===== config.mk =====
export PLATFORM = sky130hd
export DESIGN_NAME = clint_bus_adapter
export DESIGN_NICKNAME = d
export VERILOG_FILES = /design/src/rtl/clint_bus_adapter.sv
export SDC_FILE = /design/constraint.sdc
export NUM_CORES = 1
export LEC_CHECK = 0
export CORE_MARGIN = 2
export CORE_UTILIZATION = 46
export CTS_CLUSTER_SIZE = 12
export DETAILED_ROUTE_END_ITERATION = 8
export PLACE_DENSITY = 0.87
export RECOVER_POWER = 25
export SLEW_MARGIN = 25
export SYNTH_ARGS = -nofsm -noshare
export SYNTH_HDL_FRONTEND = slang
export SYNTH_SLANG_ARGS = --single-unit

===== constraint.sdc =====
create_clock -name clk -period 4 [get_ports clk]
set_input_delay 1 -clock clk [delete_from_list [all_inputs] [get_ports clk]]
set_output_delay 1 -clock clk [all_outputs]
set_load 0.005 [all_outputs]

===== src/rtl/clint_bus_adapter.sv =====
// clint_bus_adapter
//   Bridges a single-outstanding CPU load/store port onto a CLINT register
//   window. Legal accesses become one-cycle CLINT requests. Load data is
//   lane-extracted from the 64-bit CLINT word and sign- or zero-extended.
//   Illegal or timed-out accesses return an error response with zero data.
//
// Ports
//   clk, reset_n           : clock; asynchronous active-low reset
//   cpu_req_*              : CPU request (valid/ready, addr, wdata, we, funct3)
//   cpu_rsp_*              : CPU response (valid/ready, rdata, err)
//   clint_req_*            : CLINT request (valid, offset addr, wdata, we, size)
//                            plus the CLINT ready and rdata inputs
module clint_bus_adapter #(
    parameter logic [31:0] BASE_ADDR      = 32'h0200_0000,
    parameter int unsigned TIMEOUT_CYCLES = 16
) (
    input  logic        clk,
    input  logic        reset_n,
    input  logic        cpu_req_valid,
    output logic        cpu_req_ready,
    input  logic [31:0] cpu_req_addr,
    input  logic [31:0] cpu_req_wdata,
    input  logic        cpu_req_we,
    input  logic [2:0]  cpu_req_funct3,
    output logic        cpu_rsp_valid,
    input  logic        cpu_rsp_ready,
    output logic [31:0] cpu_rsp_rdata,
    output logic        cpu_rsp_err,
    output logic        clint_req_valid,
    output logic [15:0] clint_req_addr,
    output logic [63:0] clint_req_wdata,
    output logic        clint_req_we,
    output logic [2:0]  clint_req_size,
    input  logic        clint_req_ready,
    input  logic [63:0] clint_req_rdata
);

    localparam int unsigned      CNT_W    = $clog2(TIMEOUT_CYCLES + 1);
    localparam logic [CNT_W-1:0] CNT_LAST = CNT_W'(TIMEOUT_CYCLES - 1);

    typedef enum logic [1:0] {IDLE, ISSUE, WAIT, RESP} state_t;

    state_t           state;
    state_t           state_next;
    logic [CNT_W-1:0] wait_cnt;
    logic [2:0]       funct3_q;
    logic             accept;
    logic             in_window;
    logic             req_illegal;
    logic             wait_timeout;
    logic [31:0]      rdata_shifted;
    logic [31:0]      load_data;

    assign accept       = cpu_req_valid && cpu_req_ready;
    assign wait_timeout = (wait_cnt == CNT_LAST);

    // Unsigned offset from the base; addresses below the base wrap to a huge
    // offset, so one upper-bits test covers both window edges.
    assign in_window = ((cpu_req_addr - BASE_ADDR) >> 16) == 32'd0;

    always_comb begin
        req_illegal = !in_window;
        if (cpu_req_funct3 == 3'b011 || cpu_req_funct3 == 3'b110 ||
            cpu_req_funct3 == 3'b111)
            req_illegal = 1'b1;
        if (cpu_req_we && cpu_req_funct3[2])
            req_illegal = 1'b1;
        if (cpu_req_funct3[1:0] == 2'b01 && cpu_req_addr[0])
            req_illegal = 1'b1;
        if (cpu_req_funct3[1:0] == 2'b10 && cpu_req_addr[1:0] != 2'b00)
            req_illegal = 1'b1;
    end

    // The latched CLINT-side address/we double as the access context for
    // formatting the returned load data.
    always_comb begin
        rdata_shifted = 32'(clint_req_rdata >> {clint_req_addr[2:0], 3'b000});
        load_data     = '0;
        if (!clint_req_we) begin
            case (funct3_q)
                3'b000:  load_data = {{24{rdata_shifted[7]}}, rdata_shifted[7:0]};
                3'b001:  load_data = {{16{rdata_shifted[15]}}, rdata_shifted[15:0]};
                3'b010:  load_data = rdata_shifted;
                3'b100:  load_data = {24'h0, rdata_shifted[7:0]};
                3'b101:  load_data = {16'h0, rdata_shifted[15:0]};
                default: load_data = '0;
            endcase
        end
    end

    // State register and WAIT-cycle counter.
    always_ff @(posedge clk or negedge reset_n) begin
        if (!reset_n) begin
            state    <= IDLE;
            wait_cnt <= '0;
        end else begin
            state    <= state_next;
            wait_cnt <= (state == WAIT) ? wait_cnt + 1'b1 : '0;
        end
    end

    always_comb begin
        state_next = state;
        case (state)
            IDLE:    if (accept) state_next = req_illegal ? RESP : ISSUE;
            ISSUE:   state_next = WAIT;
            WAIT:    if (clint_req_ready || wait_timeout) state_next = RESP;
            RESP:    if (cpu_rsp_ready) state_next = IDLE;
            default: state_next = IDLE;
        endcase
    end

    // Registered outputs, computed from the upcoming state so each one lines
    // up with the state it belongs to.
    always_ff @(posedge clk or negedge reset_n) begin
        if (!reset_n) begin
            cpu_req_ready   <= 1'b0;
            cpu_rsp_valid   <= 1'b0;
            cpu_rsp_rdata   <= '0;
            cpu_rsp_err     <= 1'b0;
            clint_req_valid <= 1'b0;
            clint_req_addr  <= '0;
            clint_req_wdata <= '0;
            clint_req_we    <= 1'b0;
            clint_req_size  <= '0;
            funct3_q        <= '0;
        end else begin
            cpu_req_ready   <= (state_next == IDLE);
            clint_req_valid <= (state_next == ISSUE);
            if (accept) begin
                clint_req_addr  <= cpu_req_addr[15:0];
                clint_req_wdata <= {32'h0, cpu_req_wdata};
                clint_req_we    <= cpu_req_we;
                clint_req_size  <= {1'b0, cpu_req_funct3[1:0]};
                funct3_q        <= cpu_req_funct3;
            end
            case (state)
                IDLE: begin
                    if (accept && req_illegal) begin
                        cpu_rsp_valid <= 1'b1;
                        cpu_rsp_err   <= 1'b1;
                        cpu_rsp_rdata <= '0;
                    end
                end
                WAIT: begin
                    if (clint_req_ready) begin
                        cpu_rsp_valid <= 1'b1;
                        cpu_rsp_err   <= 1'b0;
                        cpu_rsp_rdata <= load_data;
                    end else if (wait_timeout) begin
                        cpu_rsp_valid <= 1'b1;
                        cpu_rsp_err   <= 1'b1;
                        cpu_rsp_rdata <= '0;
                    end
                end
                RESP: begin
                    if (cpu_rsp_ready) begin
                        cpu_rsp_valid <= 1'b0;
                        cpu_rsp_err   <= 1'b0;
                        cpu_rsp_rdata <= '0;
                    end
                end
                default: ;
            endcase
        end
    end

endmodule

==> impl_summary.txt, run 1 <==
----------------------------------------------------
[Logic synthesis]
  Async SR Flop Fraction ... 1.00
  Total standard cell area after synthesis ... 5710 um^2
  Synthesized flop and latch total ... 95
  Portion of the post-synthesis area used by sequential elements ... 0.416
  Count of flip-flops with a built-in enable after synthesis ... 0
  Number of distinct library cell variants in the gate-level netlist after synthesis ... 51
  Most common flop cell mapped by yosys ... sky130_fd_sc_hd__dfrtp_1
  Synthesized area per cell ... 11.0 um^2
  Instance count of the mapped netlist ... 518
  Synth Warn # ... 0

[Critical path]
  Critical path data arrival time ... 3.51 ns
  Kind of end point of the critical path ... register
  CP Launch Type ... primary input
  Endpoint required time on the critical path ... between 4 and 5 ns
  Depth of the worst register-to-register path ... 6
  Critical Setup Path Class ... in2reg
  Critical-path maximum fanout ... 16

[Clocking]
  Clock Pin Slew Worst Setup and Hold Paths ... 0.07 ns
  CTS Buf Count ... 9
  Clock tree root buffer cell ... sky130_fd_sc_hd__clkbuf_16
  Count of H-tree levels built during CTS ... 3
  Number of instances resized during post-cts repair ... 0
  Clock latency reported for the late side of the worst-skew pair ... 0.35 ns
  Buffer count from post-CTS setup fixing ... 0
  Cts-stage hold buffer count ... 0
  CTS tree ... done
  Maximum root-to-sink buffer count ... 2
  CTS sink count ... between 90 and 100

[Placement]
  Port buffer count ... ~220
  Hpwl dp ... 13.9 mm
  Routability congestion estimate ... 0.881

[STA]
  Total of endpoints with negative setup slack in the final report ... 0
  Slew Viols, Final ... 0
  Final hold violation count ... 0
  Total negative setup slack ... 0 ns
  FMAX ... ~310 MHz
  Tcrit/Tclk final ... 0.806
  Shortest clock period the worst path allows after layout ... 3.23 ns
  Worst-margin pin slew ... 1.38 ns
  Remaining max-slew budget at the tightest pin ... 0.0808
  RSZ-0062 raised after global routing ... no
  Clock Skews ... ~0.0078 ns

[Hold path]
  Worst hold path class ... reg2reg
  Min-Delay Path Depth ... 1

[GRT]
  Wire length of the first global-routing pass ... 27.7 mm
  Largest net degree at the start of global routing ... 51
  Global-route total usage across every layer ... 0.273
  Initial antenna violation count ... 0
  Final global-route overflow total ... 0
  Vias in the first global route ... 5194

[Detailed routing]
  DRC Markers ... 0
  DRT Wirelength ... around 18 mm
  Met2 layer wire length in the routed design ... roughly 9 mm
  Iter 0 DRT Violations ... ~400
  Met3 wire len ... between 1.5 and 2 mm
  Post-route antenna net violation count ... 0
  Wl on met1 ... around 7.1 mm
  Detailed-routing iteration count for the pre-antenna-repair pass ... 5
  Via density ... 5.63
  Top layer used by detailed routing ... met4
  Via count ... 5025
  Wire length per cell ... roughly 21 um

[Floorplan]
  Starting Density ... 0.473
  Area of the die ... 13300 um^2
  I/O Pins ... 257
  Floorplan core area ... 12100 um^2
  Die outline width ... 115 um
  Die Y-Extent ... 115 um
  FP Rows ... 40

[Cells and area]
  Leading cell type in the layout, fill and taps excluded ... sky130_fd_sc_hd__clkdlybuf4s50_1
  Number of nets at the end of the flow ... 859
  Area growth from synthesis to layout ... 43.6%
  Layout cell share with drive strength beyond 1 ... 0.135
  Highest-count cells in the layout ignoring fill and taps ... sky130_fd_sc_hd__clkdlybuf4s50_1 (222), sky130_fd_sc_hd__dfrtp_1 (92), sky130_fd_sc_hd__mux2i_1 (70), sky130_fd_sc_hd__mux2_2 (53), sky130_fd_sc_hd__conb_1 (33)
  Total area of multi-input combinational cells ... 2980 um^2
  Diodes inserted ... 0
  Flip-flop and latch area ... 2380 um^2
  # fillers ... 875

[Flow run]
  Max Cap Viol ... 0

[Outcome]
  Outcome ... complete, no violations

[Pwr]
  Worst vdd rail ir drop ... around 0.41 mV
  Static leakage ... 3.52 nW
  Total power of the final layout ... 5.78 mW
  Power density cells ... between 700 and 800 nW/um^2

----------------------------------------------------
-- cell usage after synthesis (2+ instances only) --
cell | number | area, um^2
sky130_fd_sc_hd__o2bb2ai_1 | 9 | 78.8
sky130_fd_sc_hd__buf_6 | 3 | 33.8
sky130_fd_sc_hd__a2bb2oi_1 | 2 | 17.5
sky130_fd_sc_hd__mux2i_1 | 70 | 701
sky130_fd_sc_hd__a211oi_1 | 8 | 60.1
sky130_fd_sc_hd__nand2b_1 | 6 | 37.5
sky130_fd_sc_hd__a211o_1 | 8 | 70.1
sky130_fd_sc_hd__mux4_2 | 14 | 315
sky130_fd_sc_hd__ha_1 | 3 | 37.5
sky130_fd_sc_hd__nor2_1 | 26 | 97.6
sky130_fd_sc_hd__nor4_1 | 3 | 18.8
sky130_fd_sc_hd__o21a_1 | 4 | 30.0
sky130_fd_sc_hd__nor3_1 | 8 | 40.0
sky130_fd_sc_hd__mux2_2 | 53 | 597
sky130_fd_sc_hd__dfrtp_1 | 95 | 2380
sky130_fd_sc_hd__buf_4 | 35 | 263
sky130_fd_sc_hd__or3_1 | 3 | 18.8
sky130_fd_sc_hd__o311ai_0 | 2 | 17.5
sky130_fd_sc_hd__buf_1 | 6 | 22.5
sky130_fd_sc_hd__nand2_1 | 15 | 56.3
sky130_fd_sc_hd__nor2b_1 | 6 | 37.5
sky130_fd_sc_hd__and2_1 | 4 | 25.0
sky130_fd_sc_hd__nand3_1 | 32 | 160
sky130_fd_sc_hd__xor2_1 | 2 | 17.5
sky130_fd_sc_hd__inv_1 | 5 | 18.8
sky130_fd_sc_hd__buf_2 | 15 | 75.1
sky130_fd_sc_hd__clkbuf_1 | 14 | 52.6
sky130_fd_sc_hd__o211ai_1 | 6 | 45.0
sky130_fd_sc_hd__o21ai_0 | 22 | 110
sky130_fd_sc_hd__o22ai_1 | 9 | 56.3
sky130_fd_sc_hd__a21oi_1 | 9 | 45.0
sky130_fd_sc_hd__and3_1 | 2 | 12.5
-- cells by family (layout without fill, tap and decap cells) --
group | after synthesis | count (layout) | synth area share
AO/OA/AOI/OAI | 91 | 91 | 0.112
AND/OR/NAND/NOR | 109 | 109 | 0.0947
other | 1 | 33 | 0.000657
adder cells (fa/ha/maj) | 3 | 3 | 0.00658
XOR/XNOR | 3 | 3 | 0.00460
buffers and inverters | 79 | 253 | 0.0824
multiplexers | 137 | 137 | 0.282
flip-flops | 95 | 95 | 0.416
-- stage by stage --
| stage | std cells | worst slack, ns | utilization | area (um^2) | hold slack, ns |
|---|---|---|---|---|---|
| floorplan | 550 | 1.42 | - | 5830 | 0.430 |
| global placement | 876 | 0.601 | 0.655 | 7910 | 0.439 |
| detailed placement | 876 | 0.433 | 0.655 | 7910 | 0.473 |
| CTS | 892 | 0.781 | 0.681 | 8210 | 0.485 |
| global route | 892 | 0.653 | 0.680 | 8200 | 0.502 |
| finish | 892 | 0.774 | 0.680 | 8200 | 0.480 |
-- sequential cells by signal, indices dropped and copies added, names as in the netlist --
signal	count
cpu_rsp_err	1
cpu_req_ready	1
clint_req_valid	1
clint_req_wdata	32
wait_cnt	5
funct3_q	3
clint_req_we	1
cpu_rsp_valid	1
clint_req_addr	16
cpu_rsp_rdata	32
state	2
-- cell type report --
| type | count | area share |
|---|---|---|
| Sequential cell | 95 | 0.291 |
| Clock buffer | 12 | 0.0313 |
| Clock inverter | 4 | 0.00641 |
| Multi-Input combinational cell | 376 | 0.363 |
| Inverter | 5 | 0.00229 |
| Timing Repair Buffer | 232 | 0.281 |
| Tap cell | 168 | 0.0256 |
-- metal layers --
| layer | vias up | track usage |
|---|---|---|
| li1 | 2240 | - |
| met1 | 2474 | 0.324 |
| met2 | 280 | 0.470 |
| met3 | 31 | 0.0785 |
| met4 | 0 | 0.103 |
| met5 | - | 0 |
-- path summary, 6_finish.rpt --
check,to,slack [ns],from
hold reg to reg,wait_cnt[0],0.48,wait_cnt[0]
min in group asynchronous,clint_req_addr[6],0.95,reset_n
setup reg to reg,cpu_rsp_rdata[12],1.29,clint_req_addr[2]
hold / removal,wait_cnt[0],0.48,wait_cnt[0]
max in group asynchronous,cpu_rsp_rdata[12],1.40,reset_n
setup / recovery,cpu_rsp_rdata[12],0.77,cpu_req_addr[25]
-- power breakdown --
part	leakage (nW)	switching, mW	total [mW]	internal, mW
registers	1.19	0.491	1.92	1.43
clock network	0.153	0.371	0.893	0.521
logic	2.18	1.21	2.97	1.76
-- worst max-delay path, stage by stage --
cell                              delay [ns]
sky130_fd_sc_hd__clkdlybuf4s50_1        0.49
sky130_fd_sc_hd__inv_1                  0.06
sky130_fd_sc_hd__ha_1                   0.20
sky130_fd_sc_hd__xor2_1                 0.16
sky130_fd_sc_hd__nor4_1                 0.55
sky130_fd_sc_hd__o21a_1                 0.24
sky130_fd_sc_hd__and2_1                 0.56
sky130_fd_sc_hd__a211o_1                0.23
Power figures use the tool's default switching activity.
==> run 2, diff against run 1 <==
--- a/config.mk
+++ b/config.mk
@@ -6,10 +6,10 @@
 export NUM_CORES = 1
 export LEC_CHECK = 0
 export CORE_MARGIN = 2
-export CORE_UTILIZATION = 46
+export CORE_UTILIZATION = 38
 export CTS_CLUSTER_SIZE = 12
 export DETAILED_ROUTE_END_ITERATION = 8
-export PLACE_DENSITY = 0.87
+export PLACE_DENSITY = 0.77
 export RECOVER_POWER = 25
 export SLEW_MARGIN = 25
 export SYNTH_ARGS = -nofsm -noshare
==> constraint.sdc (replaced) <==
create_clock -name clk -period 2.7 [get_ports clk]
set_input_delay 0.675 -clock clk [delete_from_list [all_inputs] [get_ports clk]]
set_output_delay 0.675 -clock clk [all_outputs]
set_load 0.005 [all_outputs]
==> impl_summary.txt, run 2 (synthesized netlist as in run 1, its figures left out) <==
----------------------------------------------------
[Cells and area]
  Area growth from synthesis to layout ... 46.7%
  Highest-count cells in the layout ignoring fill and taps ... sky130_fd_sc_hd__clkdlybuf4s50_1 (222), sky130_fd_sc_hd__dfrtp_1 (92), sky130_fd_sc_hd__mux2i_1 (70), sky130_fd_sc_hd__mux2_2 (53), sky130_fd_sc_hd__conb_1 (33)
  Leading cell type in the layout, fill and taps excluded ... sky130_fd_sc_hd__clkdlybuf4s50_1
  Total area of multi-input combinational cells ... 2980 um^2
  Largest registers ranked by flip-flop count ... clint_req_wdata x32, cpu_rsp_rdata x32, clint_req_addr x16
  Diodes inserted ... 0
  Layout cell share with drive strength beyond 1 ... 0.159
  # fillers ... 1212
  Flip-flop and latch area ... between 2000 and 2500 um^2
  Number of nets at the end of the flow ... 877

[Clocking]
  Clock tree root buffer cell ... sky130_fd_sc_hd__clkbuf_16
  Buffer count from post-CTS setup fixing ... 0
  Number of instances resized during post-cts repair ... 0
  Clock Pin Slew Worst Setup and Hold Paths ... 0.07 ns
  Clock latency reported for the late side of the worst-skew pair ... 0.35 ns
  CTS Buf Count ... 9
  Cts-stage hold buffer count ... 0
  CTS tree ... done
  Count of H-tree levels built during CTS ... 3
  CTS sink count ... 95
  Maximum root-to-sink buffer count ... 2

[Floorplan]
  Area of the die ... between 15000 and 20000 um^2
  Starting Density ... 0.391
  Die Y-Extent ... 127 um
  Die outline width ... 127 um
  I/O Pins ... about 260
  Floorplan core area ... 14600 um^2
  FP Rows ... 44

[Placement]
  Routability congestion estimate ... 0.879
  Setup slack at placement ... -0.0348 ns
  Port buffer count ... 223
  Hpwl dp ... 14.5 mm

[Critical path]
  Endpoint required time on the critical path ... 2.03 ns
  CP Launch Type ... register
  Kind of end point of the critical path ... output port
  Critical Setup Path Class ... reg2out
  Critical-path maximum fanout ... 37
  Worst path bufs/invs ... 1
  CP delay by family, top ... flip-flops
  Slowest stage delay, CP ... 0.77 ns
  Reg-to-reg slack, setup ... 0.49 ns
  Worst path cell trace ... clkdlybuf4s50_1
  Critical path data arrival time ... 1.77 ns
  Slowest cell on crit path ... sky130_fd_sc_hd__dfrtp_4
  Depth of the worst register-to-register path ... 6
  Reg-to-reg endpoint ... cpu_rsp_rdata[20]
  Reg-to-reg startpoint ... clint_req_addr[0]

[Detailed routing]
  DRC Markers ... 0
  Via density ... 5.42
  Iter 0 DRT Violations ... 409
  Post-route antenna net violation count ... 0
  Detailed-routing iteration count for the pre-antenna-repair pass ... 5
  DRT Wirelength ... between 15 and 20 mm
  Via count ... between 5000 and 6000
  Wire length per cell ... 20.2 um

[GRT]
  Largest net degree at the start of global routing ... 52
  Wire length of the first global-routing pass ... a little under 30 mm
  Global-route total usage across every layer ... 0.234
  Initial antenna violation count ... 0
  Vias in the first global route ... 5284
  Final global-route overflow total ... 0

[STA]
  Total of endpoints with negative setup slack in the final report ... 0
  RSZ-0062 raised after global routing ... no
  Shortest clock period the worst path allows after layout ... 2.45 ns
  Min Hold Slack ... 0.469 ns
  Worst-margin pin slew ... 1.06 ns
  Final hold violation count ... 0
  Slew Viols, Final ... 0
  FMAX ... roughly 400 MHz
  Clock Skews ... 0.00774 ns
  Worst setup margin ... 0.252 ns
  Remaining max-slew budget at the tightest pin ... 0.297
  Tcrit/Tclk final ... 0.907

[Pwr]
  Power density cells ... around 1000 nW/um^2
  Static leakage ... about 3.6 nW
  Worst vdd rail ir drop ... 0.754 mV

[Hold path]
  Worst hold path class ... reg2reg
  Hold endpoint ... wait_cnt[0]
  Min-Delay Path Depth ... 1
  Beginning of the worst hold path ... wait_cnt[0]

[Flow run]
  Max Cap Viol ... 0

[Outcome]
  Outcome ... complete, no violations

----------------------------------------------------
-- run 2: worst max-delay path by stage --
stage                              endpoint  cells past startpoint              start
after floorplan            cpu_rsp_rdata[0]                      8   cpu_req_addr[19]
after CTS                 clint_req_addr[0]                      1  clint_req_addr[0]
final                     clint_req_addr[0]                      1  clint_req_addr[0]
after global routing      clint_req_addr[0]                      1  clint_req_addr[0]
after global placement    cpu_rsp_rdata[14]                     10   cpu_req_addr[25]
after detailed placement   cpu_rsp_rdata[7]                     10   cpu_req_addr[25]
-- run 2: layout make-up --
class,count,area share
multi-input combinational,376,0.355
timing repair buffer,250,0.296
sequential,95,0.285
tap,184,0.0275
clock buffer,9,0.0269
clock inverter,7,0.00747
inverter,5,0.00224
-- run 2: where the power goes --
part	internal (mW)	leakage [nW]	total (mW)	switching [mW]
Combinational	2.76	2.29	4.64	1.88
Clock	0.646	0.144	1.25	0.606
Sequential	2.11	1.19	2.77	0.658
-- run 2: per-stage QoR --
step                total power, mW   util  TNS, ns  cells  instance area [um^2]
floorplan                      5.10      -        0    550                  5830
global placement               7.33  0.556        0    910                  8110
detailed placement             7.46  0.556   -0.323    910                  8110
CTS                            8.75  0.576        0    926                  8400
global route                   9.20  0.574        0    926                  8370
finish                         8.66  0.574        0    926                  8370
-- run 2: per-layer routing --
layer | up-vias | global-route usage | routed length, um | part of all wire
met1 | 2446 | 0.271 | 7070 | 0.38
met2 | 260 | 0.399 | 9260 | 0.50
met4 | 0 | 0.0827 | 425 | 0.023
li1 | 2293 | - | - | -
met3 | 21 | 0.0856 | 1910 | 0.10
met5 | - | 0 | 0 | 0
==> run 3, diff against run 2 <==
--- a/config.mk
+++ b/config.mk
@@ -5,12 +5,12 @@
 export SDC_FILE = /design/constraint.sdc
 export NUM_CORES = 1
 export LEC_CHECK = 0
-export CORE_MARGIN = 2
 export CORE_UTILIZATION = 38
 export CTS_CLUSTER_SIZE = 12
 export DETAILED_ROUTE_END_ITERATION = 8
 export PLACE_DENSITY = 0.77
 export RECOVER_POWER = 25
+export SETUP_SLACK_MARGIN = 0.4
 export SLEW_MARGIN = 25
 export SYNTH_ARGS = -nofsm -noshare
 export SYNTH_HDL_FRONTEND = slang
==> impl_summary.txt, run 3 (synthesized netlist as in run 1, its figures left out) <==
----------------------------------------------------
[Critical path]
  CP Launch Type ... primary input
  Depth of the worst register-to-register path ... 8
  Critical-path maximum fanout ... 16
  Reg-to-reg startpoint ... wait_cnt[0]
  Endpoint required time on the critical path ... 2.93 ns
  Critical Setup Path Class ... in2reg
  Critical path data arrival time ... 2.49 ns
  Reg-to-reg endpoint ... cpu_rsp_rdata[6]
  Launch point of the critical path ... cpu_req_addr[25]
  Kind of end point of the critical path ... register
  Reg-to-reg slack, setup ... 0.51 ns

[Pwr]
  Static leakage ... roughly 3.7 nW
  Power density cells ... 1040 nW/um^2
  Worst vdd rail ir drop ... 0.693 mV

[Detailed routing]
  Via count ... 5082
  Post-route antenna net violation count ... 0
  Detailed-routing iteration count for the pre-antenna-repair pass ... 5
  DRC Markers ... 0
  Iter 0 DRT Violations ... 308
  DRT Wirelength ... 18.6 mm
  Via density ... 5.48
  Wire length per cell ... approximately 20 um

[Clocking]
  Count of H-tree levels built during CTS ... 3
  Clock tree root buffer cell ... sky130_fd_sc_hd__clkbuf_16
  CTS Buf Count ... 9
  Clock Pin Slew Worst Setup and Hold Paths ... 0.06 ns
  CTS sink count ... 95
  Maximum root-to-sink buffer count ... 2
  CTS tree ... done
  Clock latency reported for the late side of the worst-skew pair ... between 0.3 and 0.4 ns

[Floorplan]
  I/O Pins ... ~260
  Die Y-Extent ... between 100 and 150 um
  Area of the die ... 15500 um^2
  Starting Density ... 0.391
  FP Rows ... 44
  Floorplan core area ... 14600 um^2
  Die outline width ... 125 um

[GRT]
  Vias in the first global route ... 5277
  Global-route total usage across every layer ... 0.240
  Initial antenna violation count ... 0
  Largest net degree at the start of global routing ... 58
  Final global-route overflow total ... 0
  Wire length of the first global-routing pass ... 29.0 mm

[Cells and area]
  Number of nets at the end of the flow ... 879
  Leading cell type in the layout, fill and taps excluded ... sky130_fd_sc_hd__clkdlybuf4s50_1
  Final core utilization ... 0.582
  Area growth from synthesis to layout ... 48.7%
  Highest-count cells in the layout ignoring fill and taps ... sky130_fd_sc_hd__clkdlybuf4s50_1 (221), sky130_fd_sc_hd__dfrtp_1 (92), sky130_fd_sc_hd__mux2i_1 (70), sky130_fd_sc_hd__mux2_2 (53), sky130_fd_sc_hd__conb_1 (33)
  Layout cell share with drive strength beyond 1 ... 0.164
  Diodes inserted ... 0
  Largest registers ranked by flip-flop count ... clint_req_wdata x32, cpu_rsp_rdata x32, clint_req_addr x16
  Post-route non-filler standard cell count ... 928

[STA]
  Worst-margin pin slew ... 1.02 ns
  Slew Viols, Final ... 0
  Min Hold Slack ... roughly 0.48 ns
  Total negative setup slack ... 0 ns
  Remaining max-slew budget at the tightest pin ... 0.323
  RSZ-0062 raised after global routing ... yes
  Total of endpoints with negative setup slack in the final report ... 0
  Clock Skews ... roughly 0.0068 ns
  Final hold violation count ... 0
  FMAX ... 443 MHz
  Tcrit/Tclk final ... 0.837
  Shortest clock period the worst path allows after layout ... 2.26 ns

[Flow run]
  Max Cap Viol ... 0

[Outcome]
  Outcome ... complete, no violations

[Placement]
  Dpl cells ... 909
  Hpwl dp ... 13.8 mm
  Port buffer count ... between 200 and 250
  Routability congestion estimate ... 0.881

[Hold path]
  Hold endpoint ... wait_cnt[0]
  Beginning of the worst hold path ... wait_cnt[0]
  Worst hold path class ... reg2reg
  Min-Delay Path Depth ... 1

----------------------------------------------------
-- run 3: where the power goes --
group | switching, mW | internal, mW | total (mW)
sequential | 0.572 | 2.12 | 2.69
combinational | 2.02 | 2.84 | 4.86
clock | 0.562 | 0.730 | 1.29
total | 3.15 | 5.69 | 8.84
-- run 3: repair_timing --
action | CTS | global route
resized for setup | 3 | 10
setup endpoints to repair | 19 | 35
gates cloned | 0 | 0
setup buffers | 1 | 2
hold buffers | 0 | 0
pin swaps | 1 | 4
-- run 3: critical path: stages --
cell and delay, ns:
sky130_fd_sc_hd__clkdlybuf4s50_1 0.47, sky130_fd_sc_hd__inv_1 0.05, sky130_fd_sc_hd__ha_1 0.28, sky130_fd_sc_hd__nand2_1 0.12, sky130_fd_sc_hd__nor4_4 0.06, sky130_fd_sc_hd__o21a_1 0.22, sky130_fd_sc_hd__and2_4 0.17, sky130_fd_sc_hd__buf_12 0.14
sky130_fd_sc_hd__a211o_1 0.29
-- run 3: layout make-up --
cell class | count | area (um^2)
inverter | 5 | 18.8
sequential | 95 | 2390
timing repair buffer | 252 | 2520
fill | 1154 | 6100
clock inverter | 5 | 67.6
tap | 184 | 230
clock buffer | 11 | 233
multi-input combinational | 376 | 3030
-- run 3: worst max-delay path by stage --
stage / slack, ns / endpoint
2_1_floorplan: 0.45 / cpu_rsp_rdata[0]
3_3_place_gp: 0.02 / cpu_rsp_rdata[4]
3_5_place_dp: 0.02 / cpu_rsp_rdata[6]
4_1_cts: 0.38 / clint_req_addr[0]
5_1_grt: 0.31 / clint_req_addr[0]
6_report: 0.44 / cpu_rsp_rdata[13]
-- run 3: layer usage --
metal,vias to the layer above,routed length [um],global-route usage
li1,2292,-,-
met5,-,0,0
met3,34,1710,0.0808
met1,2488,7180,0.279
met4,0,522,0.0872
met2,268,9230,0.408
-- run 3: metrics by stage --
stage / worst slack [ns] / cell area (um^2) / power, mW
3_5_place_dp: 0.0191 / 8090 / 7.42
3_3_place_gp: 0.0199 / 8090 / 7.29
6_report: 0.441 / 8490 / 8.84
2_1_floorplan: 0.446 / 5830 / 5.10
5_1_grt: 0.309 / 8490 / 9.39
4_1_cts: 0.378 / 8430 / 8.83
